`src/rtl/mem_stage_if.sv`:
```
// Data-memory req/ack bus between the memory stage (master) and the memory (slave).
interface mem_stage_if;
    logic        mem_req;
    logic        mem_we;
    logic [15:0] mem_addr;
    logic [15:0] mem_wdata;
    logic [15:0] mem_rdata;
    logic        mem_ack;

    modport master (
        output mem_req, mem_we, mem_addr, mem_wdata,
        input  mem_rdata, mem_ack
    );

    modport slave (
        input  mem_req, mem_we, mem_addr, mem_wdata,
        output mem_rdata, mem_ack
    );
endinterface

```
`src/rtl/mem_stage.sv`:
```
// Memory pipeline stage: passes ALU ops through in one cycle and runs loads/stores over a req/ack bus.
// Optional MEM_TIMEOUT_EN aborts an access after TIMEOUT_CYCLES BUSY cycles without ack.
module mem_stage #(
    parameter int unsigned TIMEOUT_CYCLES = 15
) (
    input  logic        clk,
    input  logic        rst,
    input  logic [15:0] memi_instr,
    input  logic [15:0] memi_pc,
    input  logic [15:0] memi_result,
    input  logic [3:0]  memi_wreg_addr,
    input  logic [15:0] memi_write_to_mem_data,
    input  logic [1:0]  memi_rwe,
    output logic        memo_stall,
    output logic [15:0] memo_instr,
    output logic [15:0] memo_pc,
    output logic [15:0] memo_result,
    output logic [3:0]  memo_wreg_addr,
    output logic [1:0]  memo_rwe,
    output logic        memo_valid,
    output logic        memo_err,
    mem_stage_if.master mem_bus
);

    localparam logic [1:0]  RWE_LOAD   = 2'b01;
    localparam logic [1:0]  RWE_STORE  = 2'b10;
    localparam logic [15:0] ABORT_DATA = 16'hDEAD;

    typedef enum logic {
        IDLE,
        BUSY
    } state_t;

    state_t state, state_next;

    logic [15:0] op_instr;
    logic [15:0] op_pc;
    logic [3:0]  op_wreg_addr;
    logic [1:0]  op_rwe;

    logic is_mem_op;
    logic ack_done;
    logic abort;

    assign is_mem_op  = (memi_rwe == RWE_LOAD) || (memi_rwe == RWE_STORE);
    assign ack_done   = (state == BUSY) && mem_bus.mem_ack;
    assign memo_stall = (state == BUSY);

`ifdef MEM_TIMEOUT_EN
    localparam int unsigned CNT_W = (TIMEOUT_CYCLES > 1) ? $clog2(TIMEOUT_CYCLES + 1) : 1;

    logic [CNT_W-1:0] tmo_cnt;

    // Abort lands on the edge where the no-ack count would reach TIMEOUT_CYCLES; ack on that edge wins.
    assign abort = (state == BUSY) && !mem_bus.mem_ack &&
                   (tmo_cnt == CNT_W'(TIMEOUT_CYCLES - 1));

    always_ff @(posedge clk or posedge rst) begin
        if (rst) begin
            tmo_cnt <= '0;
        end else if (state == IDLE) begin
            tmo_cnt <= '0;
        end else if (!mem_bus.mem_ack) begin
            tmo_cnt <= tmo_cnt + CNT_W'(1);
        end
    end

    always_ff @(posedge clk or posedge rst) begin
        if (rst) begin
            memo_err <= 1'b0;
        end else begin
            memo_err <= abort;
        end
    end
`else
    assign abort    = 1'b0;
    assign memo_err = 1'b0;
`endif

    always_ff @(posedge clk or posedge rst) begin
        if (rst) begin
            state <= IDLE;
        end else begin
            state <= state_next;
        end
    end

    always_comb begin
        state_next = state;
        case (state)
            IDLE: begin
                if (is_mem_op) begin
                    state_next = BUSY;
                end
            end
            BUSY: begin
                if (ack_done || abort) begin
                    state_next = IDLE;
                end
            end
            default: state_next = IDLE;
        endcase
    end

    always_ff @(posedge clk or posedge rst) begin
        if (rst) begin
            memo_instr         <= '0;
            memo_pc            <= '0;
            memo_result        <= '0;
            memo_wreg_addr     <= '0;
            memo_rwe           <= '0;
            memo_valid         <= 1'b0;
            op_instr           <= '0;
            op_pc              <= '0;
            op_wreg_addr       <= '0;
            op_rwe             <= '0;
            mem_bus.mem_req    <= 1'b0;
            mem_bus.mem_we     <= 1'b0;
            mem_bus.mem_addr   <= '0;
            mem_bus.mem_wdata  <= '0;
        end else begin
            memo_valid <= 1'b0;
            case (state)
                IDLE: begin
                    if (is_mem_op) begin
                        op_instr          <= memi_instr;
                        op_pc             <= memi_pc;
                        op_wreg_addr      <= memi_wreg_addr;
                        op_rwe            <= memi_rwe;
                        mem_bus.mem_addr  <= memi_result;
                        mem_bus.mem_wdata <= memi_write_to_mem_data;
                        mem_bus.mem_we    <= (memi_rwe == RWE_STORE);
                        mem_bus.mem_req   <= 1'b1;
                    end else begin
                        memo_instr     <= memi_instr;
                        memo_pc        <= memi_pc;
                        memo_result    <= memi_result;
                        memo_wreg_addr <= memi_wreg_addr;
                        memo_rwe       <= memi_rwe;
                        memo_valid     <= 1'b1;
                    end
                end
                BUSY: begin
                    if (ack_done || abort) begin
                        memo_instr      <= op_instr;
                        memo_pc         <= op_pc;
                        memo_wreg_addr  <= op_wreg_addr;
                        memo_rwe        <= op_rwe;
                        memo_valid      <= 1'b1;
                        mem_bus.mem_req <= 1'b0;
                        mem_bus.mem_we  <= 1'b0;
                        // Stores report their address; loads report bus data, or a marker on abort.
                        if (op_rwe != RWE_LOAD) begin
                            memo_result <= mem_bus.mem_addr;
                        end else if (ack_done) begin
                            memo_result <= mem_bus.mem_rdata;
                        end else begin
                            memo_result <= ABORT_DATA;
                        end
                    end
                end
                default: ;
            endcase
        end
    end

endmodule

```
`src/flat_wrapper.sv`:
```
// flat-port wrapper written by rule: the top's interface ports become plain ports
module mem_stage_flat 
#(
    parameter int unsigned TIMEOUT_CYCLES = 15
)
  (clk, rst, memi_instr, memi_pc, memi_result, memi_wreg_addr, memi_write_to_mem_data, memi_rwe, memo_stall, memo_instr, memo_pc, memo_result, memo_wreg_addr, memo_rwe, memo_valid, memo_err, mem_bus_mem_req, mem_bus_mem_we, mem_bus_mem_addr, mem_bus_mem_wdata, mem_bus_mem_rdata, mem_bus_mem_ack);
  mem_stage_if mem_bus_i ();
  input  logic clk;
  input  logic rst;
  input  logic [15:0] memi_instr;
  input  logic [15:0] memi_pc;
  input  logic [15:0] memi_result;
  input  logic [3:0] memi_wreg_addr;
  input  logic [15:0] memi_write_to_mem_data;
  input  logic [1:0] memi_rwe;
  output logic memo_stall;
  output logic [15:0] memo_instr;
  output logic [15:0] memo_pc;
  output logic [15:0] memo_result;
  output logic [3:0] memo_wreg_addr;
  output logic [1:0] memo_rwe;
  output logic memo_valid;
  output logic memo_err;
  output wire logic [$bits(mem_bus_i.mem_req)-1:0] mem_bus_mem_req;
  output wire logic [$bits(mem_bus_i.mem_we)-1:0] mem_bus_mem_we;
  output wire logic [$bits(mem_bus_i.mem_addr)-1:0] mem_bus_mem_addr;
  output wire logic [$bits(mem_bus_i.mem_wdata)-1:0] mem_bus_mem_wdata;
  input wire logic [$bits(mem_bus_i.mem_rdata)-1:0] mem_bus_mem_rdata;
  input wire logic [$bits(mem_bus_i.mem_ack)-1:0] mem_bus_mem_ack;
  assign mem_bus_mem_req = mem_bus_i.mem_req;
  assign mem_bus_mem_we = mem_bus_i.mem_we;
  assign mem_bus_mem_addr = mem_bus_i.mem_addr;
  assign mem_bus_mem_wdata = mem_bus_i.mem_wdata;
  assign mem_bus_i.mem_rdata = mem_bus_mem_rdata;
  assign mem_bus_i.mem_ack = mem_bus_mem_ack;
  mem_stage #(.TIMEOUT_CYCLES(TIMEOUT_CYCLES)) u_core (.clk(clk), .rst(rst), .memi_instr(memi_instr), .memi_pc(memi_pc), .memi_result(memi_result), .memi_wreg_addr(memi_wreg_addr), .memi_write_to_mem_data(memi_write_to_mem_data), .memi_rwe(memi_rwe), .memo_stall(memo_stall), .memo_instr(memo_instr), .memo_pc(memo_pc), .memo_result(memo_result), .memo_wreg_addr(memo_wreg_addr), .memo_rwe(memo_rwe), .memo_valid(memo_valid), .memo_err(memo_err), .mem_bus(mem_bus_i));
endmodule
```
`config.mk`:
```
export PLATFORM = sky130hd
export DESIGN_NAME = mem_stage_flat
export DESIGN_NICKNAME = d
export VERILOG_FILES = /design/src/rtl/mem_stage_if.sv /design/src/rtl/mem_stage.sv /design/src/flat_wrapper.sv
export SDC_FILE = /design/constraint.sdc
export NUM_CORES = 1
export LEC_CHECK = 0
export ABC_CLOCK_PERIOD_IN_PS = 3800
export CAP_MARGIN = 20
export CELL_PAD_IN_SITES_DETAIL_PLACEMENT = 1
export CELL_PAD_IN_SITES_GLOBAL_PLACEMENT = 1
export CORE_ASPECT_RATIO = 0.6
export CORE_UTILIZATION = 33
export CTS_CLUSTER_DIAMETER = 150
export DETAILED_ROUTE_END_ITERATION = 12
export PLACE_DENSITY_LB_ADDON = 0.1
export SLEW_MARGIN = 15
export SYNTH_ARGS = -nofsm -noshare
export SYNTH_HDL_FRONTEND = slang
export SYNTH_SLANG_ARGS = --single-unit
```
`constraint.sdc`:
```
create_clock -name clk -period 3.8 [get_ports clk]
set_input_delay 0.57 -clock clk [delete_from_list [all_inputs] [get_ports clk]]
set_output_delay 0.57 -clock clk [all_outputs]
set_load 0.05 [all_outputs]
```
==> summary.log, run 1 <==
qor: setup_path.worstSetupStartpoint u_core.memo_stall$_DFF_PP0_
qor: setup_path.cp_slowest_stage_delay 0.86 ns
qor: clock_tree.clock_latency 0.42 ns
qor: clock_tree.post-cts-setup-buffer-count 0
qor: setup_path.cp_data_required_time 3.23 ns
qor: sta.normalized_max_slew_margin 49.4%
qor: clock_tree.cts_resized 0
qor: sta.layout_worst_path_cycle_share 64.0%
qor: logic_synthesis.post-synth-top-count-cell sky130_fd_sc_hd__dfrtp_1
qor: power.clock_power_share 28.3%
qor: drt.drt_pre_antenna_iters 4
qor: setup_path.r2r-start u_core.memo_stall$_DFF_PP0_
qor: final_layout.n_antenna_cell 0
qor: sta.finClkSkew 0.00735 ns
qor: hold_path.worstHoldPathType reg -> reg
qor: drt.avgViaCountPerCell 4.72
qor: setup_path.crit_chain clkdlybuf4s50_1
qor: setup_path.timing.rr.end u_core.memo_pc[5]$_DFFE_PP0P_
qor: global_routing.grt_first_pass_wirelength 23.3 mm
qor: power.power_frac_comb 39.9%
qor: logic_synthesis.yosys.area_share.adder 0.224%
qor: logic_synthesis.synth_top_area_share 57.4%
qor: setup_path.critical-path-top-delay-family buffers and inverters
qor: logic_synthesis.synth_top_cells_by_count sky130_fd_sc_hd__dfrtp_1 (128), sky130_fd_sc_hd__mux2i_1 (67), sky130_fd_sc_hd__mux2_2 (63), sky130_fd_sc_hd__nand2_1 (52), sky130_fd_sc_hd__o21ai_0 (40)
qor: clock_tree.max-clock-path-buffers 2
qor: logic_synthesis.synthSimpleGateAreaFrac 4.42%
qor: logic_synthesis.syn_nets 513
qor: floorplanning.rows 36
qor: setup_path.setup.worst_path.end memo_stall
qor: power.cellLeakagePower 3.45 nW
qor: setup_path.reg2reg_depth 4
qor: setup_path.timing.critical_path.to_type output pin
qor: final_layout.regArea 3210 um^2
qor: logic_synthesis.synthTopCellsByArea sky130_fd_sc_hd__dfrtp_1 (57%), sky130_fd_sc_hd__mux2_2 (13%), sky130_fd_sc_hd__mux2i_1 (12%), sky130_fd_sc_hd__o21ai_0 (3.6%), sky130_fd_sc_hd__nand2_1 (3.5%)
qor: placement.detailed_place_hpwl 9.63 mm
qor: clock_tree.path_clk_slew 0.06 ns
qor: setup_path.worst-r2r-setup-slack 1.51 ns
qor: clock_tree.htree_num_levels 4
qor: logic_synthesis.netlist_area 5580 um^2
qor: logic_synthesis.postSynthRegisterBits 128
qor: drt.route.detailed.drc 0
qor: sta.setup-violations-final 0
qor: clock_tree.cts_num_sinks 128
qor: sta.timing_hold_violations_final 0
qor: floorplanning.core-area 16400 um^2
qor: final_layout.area_growth 46.0%
qor: final_layout.post_route_cells_drive_above_1_share 17.7%
qor: setup_path.path_max_fanout 19
qor: logic_synthesis.async_reset_ff_share 100%
qor: logic_synthesis.post_synth_num_cell_types 25
qor: drt.wl_per_cell 17.5 um
qor: sta.final.setup.tns 0 ns
qor: logic_synthesis.synth_compound_area_share 6.46%
qor: setup_path.crit_buf_inv 1
qor: setup_path.crit_type reg -> out
qor: setup_path.critical_path.slowest_cell sky130_fd_sc_hd__clkdlybuf4s50_1
qor: clock_tree.cts_made_buffers 17
qor: sta.timing_worst_slew_pin_value 0.758 ns
qor: final_layout.multiInputGateArea 2110 um^2
qor: final_layout.post-route-cell-area 8150 um^2
qor: logic_synthesis.syn_area_per_cell 13.2 um^2
qor: logic_synthesis.synth-edff-count 0
qor: setup_path.timing.critical_path.from_type register
qor: sta.grt_setup_unrepaired false
qor: floorplanning.fp.dieArea 17500 um^2
qor: logic_synthesis.synth_top_family_by_area multiplexers
qor: logic_synthesis.synth_ff_type sky130_fd_sc_hd__dfrtp_1
qor: global_routing.grt_max_degree 129
qor: drt.postRouteWirelength 14.6 mm
qor: power.netSwitchingFraction 38.8%
qor: setup_path.critical_path_data_arrival_time 1.86 ns
qor: run.drv.max_cap_violation_count 0
qor: global_routing.first_global_vias 4184
qor: sta.achievable-frequency 0.411 GHz
qor: floorplanning.fp.dieW 170 um
qor: logic_synthesis.mux_cell_area_share_after_synthesis 26.5%
qor: placement.gp_routability_congestion 0.748
qor: clock_tree.tritoncts built
qor: logic_synthesis.part_of_the_yosys_area_used_for_sequential_elements 57.4%
qor: setup_path.timing.critical_path.depth 1
qor: global_routing.grt_antenna_before_repair 0
qor: drt.post_route_antenna_net_violation_count 0
qor: placement.port-buffer-count 178
qor: global_routing.gr-usage-all-layers 17.8%
qor: power.cellPowerDensity 786 nW/um^2
qor: sta.timing.final.max_slew_violations 0
qor: power.sequential_share_of_power 31.8%
qor: status.status finished, final reports clean
qor: power.switchingPower 2.48 mW
qor: sta.timing.final.crit_period 2.43 ns
qor: logic_synthesis.yosys_warnings 0
qor: logic_synthesis.post-synth-top-area-cell sky130_fd_sc_hd__dfrtp_1
qor: clock_tree.root_buffer sky130_fd_sc_hd__clkbuf_16
qor: floorplanning.initial_core_util 34.0%
qor: final_layout.fillers 1706
qor: power.power.ir.vdd_worst 307 uV
qor: drt.via_count 3952
qor: drt.first_iter_violations 178
qor: clock_tree.number_of_buffers_inserted_by_hold_repair_at_cts 0
qor: power.internal-power 3.92 mW
qor: floorplanning.die_height 103 um
qor: floorplanning.io-pin-count 180
qor: logic_synthesis.synthesis.instances 423
qor: final_layout.finish.net_count 686
qor: placement.detailed_place.area 7490 um^2
qor: logic_synthesis.synthXorXnorAreaFrac 0%
qor: global_routing.global_route.overflow_total 0
-- power groups by stage --
stage | sequential [mW] | combinational, mW | clock [mW]
final | 2.04 | 2.55 | 1.81
after global routing | 2.10 | 2.69 | 1.91
after CTS | 2.05 | 2.58 | 1.86
after detailed placement | 2.06 | 2.58 | 0
after global placement | 2.04 | 2.54 | 0
after floorplan | 3.03 | 0.709 | 0
-- cells in the final DEF, fill, tap and decap left out, types with 2 or more instances in the layout --
cell type,Yosys,layout
sky130_fd_sc_hd__dfrtp_1,128,127
sky130_fd_sc_hd__nand2_1,52,52
sky130_fd_sc_hd__bufinv_16,0,5
sky130_fd_sc_hd__buf_12,0,3
sky130_fd_sc_hd__mux2_1,7,7
sky130_fd_sc_hd__nor2_1,4,4
sky130_fd_sc_hd__a221oi_1,2,2
sky130_fd_sc_hd__a221oi_2,2,2
sky130_fd_sc_hd__clkinv_2,0,4
sky130_fd_sc_hd__clkinvlp_4,0,3
sky130_fd_sc_hd__o221ai_1,12,12
sky130_fd_sc_hd__clkbuf_16,0,17
sky130_fd_sc_hd__inv_6,0,2
sky130_fd_sc_hd__mux2_2,63,63
sky130_fd_sc_hd__clkdlybuf4s50_1,0,178
sky130_fd_sc_hd__o21ai_0,40,40
sky130_fd_sc_hd__mux2i_1,67,67
sky130_fd_sc_hd__buf_4,13,2
sky130_fd_sc_hd__inv_1,8,7
-- cells by family (layout without fill, tap and decap cells) --
logic type,count (synthesis),count (layout)
compound gates,57,57
buf+inv,37,223
other cells,1,1
flops,128,128
fa+ha+maj,1,1
mux,138,138
simple gates,61,61
-- per-layer routing --
| layer | routed length [um] | global-route usage [%] |
|---|---|---|
| met5 | 0 | 0 |
| met4 | 163 | 6.03 |
| met3 | 1360 | 8.18 |
| met2 | 6270 | 25.9 |
| met1 | 6820 | 23.4 |
-- metrics by stage --
stage	power [mW]	instances	util, %	worst slack (ns)	hold WS (ns)
floorplan	3.74	423	-	1.65	0.458
global placement	4.58	805	45.7	1.18	0.461
detailed placement	4.64	805	45.7	1.14	0.472
CTS	6.49	837	49.7	1.34	0.482
global route	6.71	837	49.7	1.31	0.514
finish	6.40	837	49.7	1.37	0.478
-- registers in the layout (all words and copies together) (netlist names) --
register / cells
u_core.mem_bus.mem_req: 1
u_core.op_instr: 16
u_core.op_pc: 16
u_core.memo_rwe: 2
u_core.memo_valid: 1
u_core.memo_instr: 16
u_core.mem_bus.mem_addr: 16
u_core.mem_bus.mem_wdata: 16
u_core.memo_result: 16
u_core.memo_wreg_addr: 4
u_core.mem_bus.mem_we: 1
u_core.memo_stall: 1
u_core.memo_pc: 16
u_core.op_wreg_addr: 4
u_core.op_rwe: 2
-- area by class of cell --
cell class,instances,area share [%]
clock buffer,18,5.39
clock inverter,14,2.60
inverter,8,0.415
multi-input combinational,258,26.0
sequential,128,39.4
tap,228,3.50
timing repair buffer,183,22.8
-- worst min-delay path by stage --
stage                                           endpoint  cells after the start                                  from
finish              u_core.memo_wreg_addr[3]$_DFFE_PP0P_                      2  u_core.memo_wreg_addr[3]$_DFFE_PP0P_
detailed placement  u_core.memo_wreg_addr[3]$_DFFE_PP0P_                      2  u_core.memo_wreg_addr[3]$_DFFE_PP0P_
global placement        u_core.memo_instr[8]$_DFFE_PP0P_                      2      u_core.memo_instr[8]$_DFFE_PP0P_
global route        u_core.memo_wreg_addr[3]$_DFFE_PP0P_                      2  u_core.memo_wreg_addr[3]$_DFFE_PP0P_
CTS                 u_core.memo_wreg_addr[3]$_DFFE_PP0P_                      2  u_core.memo_wreg_addr[3]$_DFFE_PP0P_
floorplan                   u_core.op_pc[14]$_DFFE_PP0P_                      1          u_core.op_pc[14]$_DFFE_PP0P_
(Power assumes the default switching activity.)
==> run 2, diff against run 1 <==
--- a/config.mk
+++ b/config.mk
@@ -5,12 +5,12 @@
 export SDC_FILE = /design/constraint.sdc
 export NUM_CORES = 1
 export LEC_CHECK = 0
-export ABC_CLOCK_PERIOD_IN_PS = 3800
+export ABC_CLOCK_PERIOD_IN_PS = 2400
 export CAP_MARGIN = 20
 export CELL_PAD_IN_SITES_DETAIL_PLACEMENT = 1
 export CELL_PAD_IN_SITES_GLOBAL_PLACEMENT = 1
 export CORE_ASPECT_RATIO = 0.6
-export CORE_UTILIZATION = 33
+export CORE_UTILIZATION = 36
 export CTS_CLUSTER_DIAMETER = 150
 export DETAILED_ROUTE_END_ITERATION = 12
 export PLACE_DENSITY_LB_ADDON = 0.1
==> constraint.sdc (replaced) <==
create_clock -name clk -period 2.4 [get_ports clk]
set_input_delay 0.36 -clock clk [delete_from_list [all_inputs] [get_ports clk]]
set_output_delay 0.36 -clock clk [all_outputs]
set_load 0.05 [all_outputs]
==> run 2 against run 1 <==
Worst hold slack worse by 0.15 ns. Sequential cell count unchanged. Via count up 1.5%. Total power up 55%. Sequential power up 59%. Global-route usage up 1.4 points. Non-clock buffer count up 11. Routed wire length down 0.53%. Setup slack worse by 0.96 ns. Sequential share of layout area down 0.39 points.
==> summary.log, run 2 (synthesis gave the netlist of run 1 again) <==
qor: final_layout.final_common_cell sky130_fd_sc_hd__clkdlybuf4s50_1
qor: final_layout.fillers 1480
qor: final_layout.regArea 3210 um^2
qor: global_routing.grt_antenna_before_repair 0
qor: clock_tree.tritoncts built
qor: global_routing.gr-usage-all-layers 19.1%
qor: setup_path.timing.rr.end u_core.memo_result[10]$_DFFE_PP0P_
qor: clock_tree.path_clk_slew 0.06 ns
qor: global_routing.first_global_vias 4418
qor: drt.postRouteWirelength 14.5 mm
qor: drt.route.detailed.drc 0
qor: power.cellPowerDensity 1200 nW/um^2
qor: floorplanning.initial_core_util 37.7%
qor: setup_path.reg2reg_depth 3
qor: sta.achievable-frequency 0.502 GHz
qor: setup_path.cp_data_required_time 2.04 ns
qor: sta.timing_hold_violations_final 0
qor: clock_tree.root_buffer sky130_fd_sc_hd__clkbuf_16
qor: setup_path.crit_type reg -> out
qor: final_layout.area_growth 47.5%
qor: clock_tree.htree_num_levels 4
qor: sta.finClkSkew 0.0105 ns
qor: setup_path.timing.critical_path.from_type register
qor: sta.layout_worst_path_cycle_share 83.1%
qor: drt.via_count 4013
qor: global_routing.global_route.overflow_total 0
qor: floorplanning.fp.dieArea 16000 um^2
qor: sta.timing.final.max_slew_violations 0
qor: setup_path.critical_path.slowest_cell sky130_fd_sc_hd__clkdlybuf4s50_1
qor: setup_path.setup.worst_path.end mem_bus_mem_addr[12]
qor: setup_path.critical_path_data_arrival_time 1.63 ns
qor: sta.worst_path_setup_slack_after_routing 0.406 ns
qor: placement.port-buffer-count 178
qor: sta.timing_worst_slew_pin_value 1.08 ns
qor: placement.place_ws 0.0848 ns
qor: status.status finished, final reports clean
qor: setup_path.timing.critical_path.depth 1
qor: sta.setup-violations-final 0
qor: setup_path.worst-r2r-setup-slack 0.56 ns
qor: power.power.ir.vdd_worst 592 uV
qor: clock_tree.clock_latency 0.41 ns
qor: drt.drt_pre_antenna_iters 4
qor: final_layout.count_of_placed_standard_cells_in_the_final_layout_fillers_left_out 818
qor: drt.post_route_antenna_net_violation_count 0
qor: setup_path.crit_buf_inv 1
qor: run.drv.max_cap_violation_count 0
qor: floorplanning.core-area 14800 um^2
qor: clock_tree.post-cts-setup-buffer-count 0
qor: clock_tree.cts_resized 0
qor: placement.post-place-cells 786
qor: final_layout.multiInputGateArea 2110 um^2
qor: final_layout.most_used_cells_in_the_layout_excluding_fill_and_tap_cells sky130_fd_sc_hd__clkdlybuf4s50_1 (177), sky130_fd_sc_hd__dfrtp_1 (127), sky130_fd_sc_hd__mux2i_1 (67), sky130_fd_sc_hd__mux2_2 (63), sky130_fd_sc_hd__nand2_1 (52)
qor: power.cellLeakagePower 3.51 nW
qor: placement.gp_routability_congestion 0.746
qor: final_layout.finish.net_count 697
qor: setup_path.critical-path-top-delay-family buffers and inverters
qor: clock_tree.cts_num_sinks 128
qor: setup_path.timing.critical_path.to_type output pin
qor: final_layout.n_antenna_cell 0
qor: drt.wl_per_cell 17.8 um
qor: setup_path.worstSetupStartpoint u_core.mem_bus.mem_addr[12]$_DFFE_PP0P_
qor: setup_path.path_max_fanout 3
qor: sta.normalized_max_slew_margin 27.6%
qor: global_routing.grt_first_pass_wirelength 23.6 mm
qor: clock_tree.cts_made_buffers 17
qor: sta.grt_setup_unrepaired false
qor: global_routing.grt_max_degree 47
qor: final_layout.post_route_cells_drive_above_1_share 19.0%
qor: sta.timing.final.crit_period 1.99 ns
qor: setup_path.crit_chain clkdlybuf4s50_1
qor: placement.detailed_place_hpwl 10.3 mm
qor: drt.first_iter_violations 232
qor: floorplanning.die_height 98.4 um
qor: setup_path.cp_slowest_stage_delay 0.83 ns
qor: sta.final.setup.tns 0 ns
qor: clock_tree.max-clock-path-buffers 2
qor: floorplanning.fp.dieW 163 um
qor: placement.detailed_place.area 7640 um^2
qor: final_layout.post-route-cell-area 8230 um^2
qor: hold_path.worstHoldPathType in -> async
qor: clock_tree.number_of_buffers_inserted_by_hold_repair_at_cts 0
qor: floorplanning.rows 34
qor: drt.avgViaCountPerCell 4.91
qor: power.post-layout-total-power 9.90 mW
qor: floorplanning.io-pin-count 180
qor: setup_path.r2r-start u_core.memo_stall$_DFF_PP0_
## run 2: layout make-up
cell class	instances	area share (%)
sequential	128	39.0
timing repair buffer	194	24.9
clock inverter	14	1.90
multi-input combinational	258	25.6
inverter	8	0.410
tap	198	3.01
clock buffer	18	5.21
## run 2: per-layer routing
metal / global-route usage, % / vias up / part of all wire [%]
met5: 0 / - / 0
li1: - / 1869 / -
met1: 26.6 / 2005 / 48
met2: 28.6 / 125 / 44
met3: 5.85 / 14 / 6.8
met4: 5.75 / 0 / 0.83
## run 2: worst min path at each step
stage          slack [ns]                                 to  cells after the start
2_1_floorplan        0.46       u_core.op_pc[14]$_DFFE_PP0P_                      1
3_3_place_gp         0.46   u_core.memo_instr[2]$_DFFE_PP0P_                      2
3_5_place_dp         0.47  u_core.memo_instr[14]$_DFFE_PP0P_                      2
4_1_cts              0.33      u_core.memo_pc[7]$_DFFE_PP0P_                      2
5_1_grt              0.35        u_core.op_pc[7]$_DFFE_PP0P_                      2
6_report             0.33        u_core.op_pc[7]$_DFFE_PP0P_                      2
## run 2: report_power, final
group          internal [mW]  switching [mW]
Clock                   1.55            1.01
Sequential              2.81           0.436
Combinational           1.57            2.52
Total                   5.93            3.97
## run 2: per-stage QoR
stage	util (%)	hold WS (ns)
5_1_grt	55.6	0.349
4_1_cts	55.6	0.328
6_report	55.6	0.327
2_1_floorplan	-	0.458
3_5_place_dp	51.6	0.472
3_3_place_gp	51.6	0.462
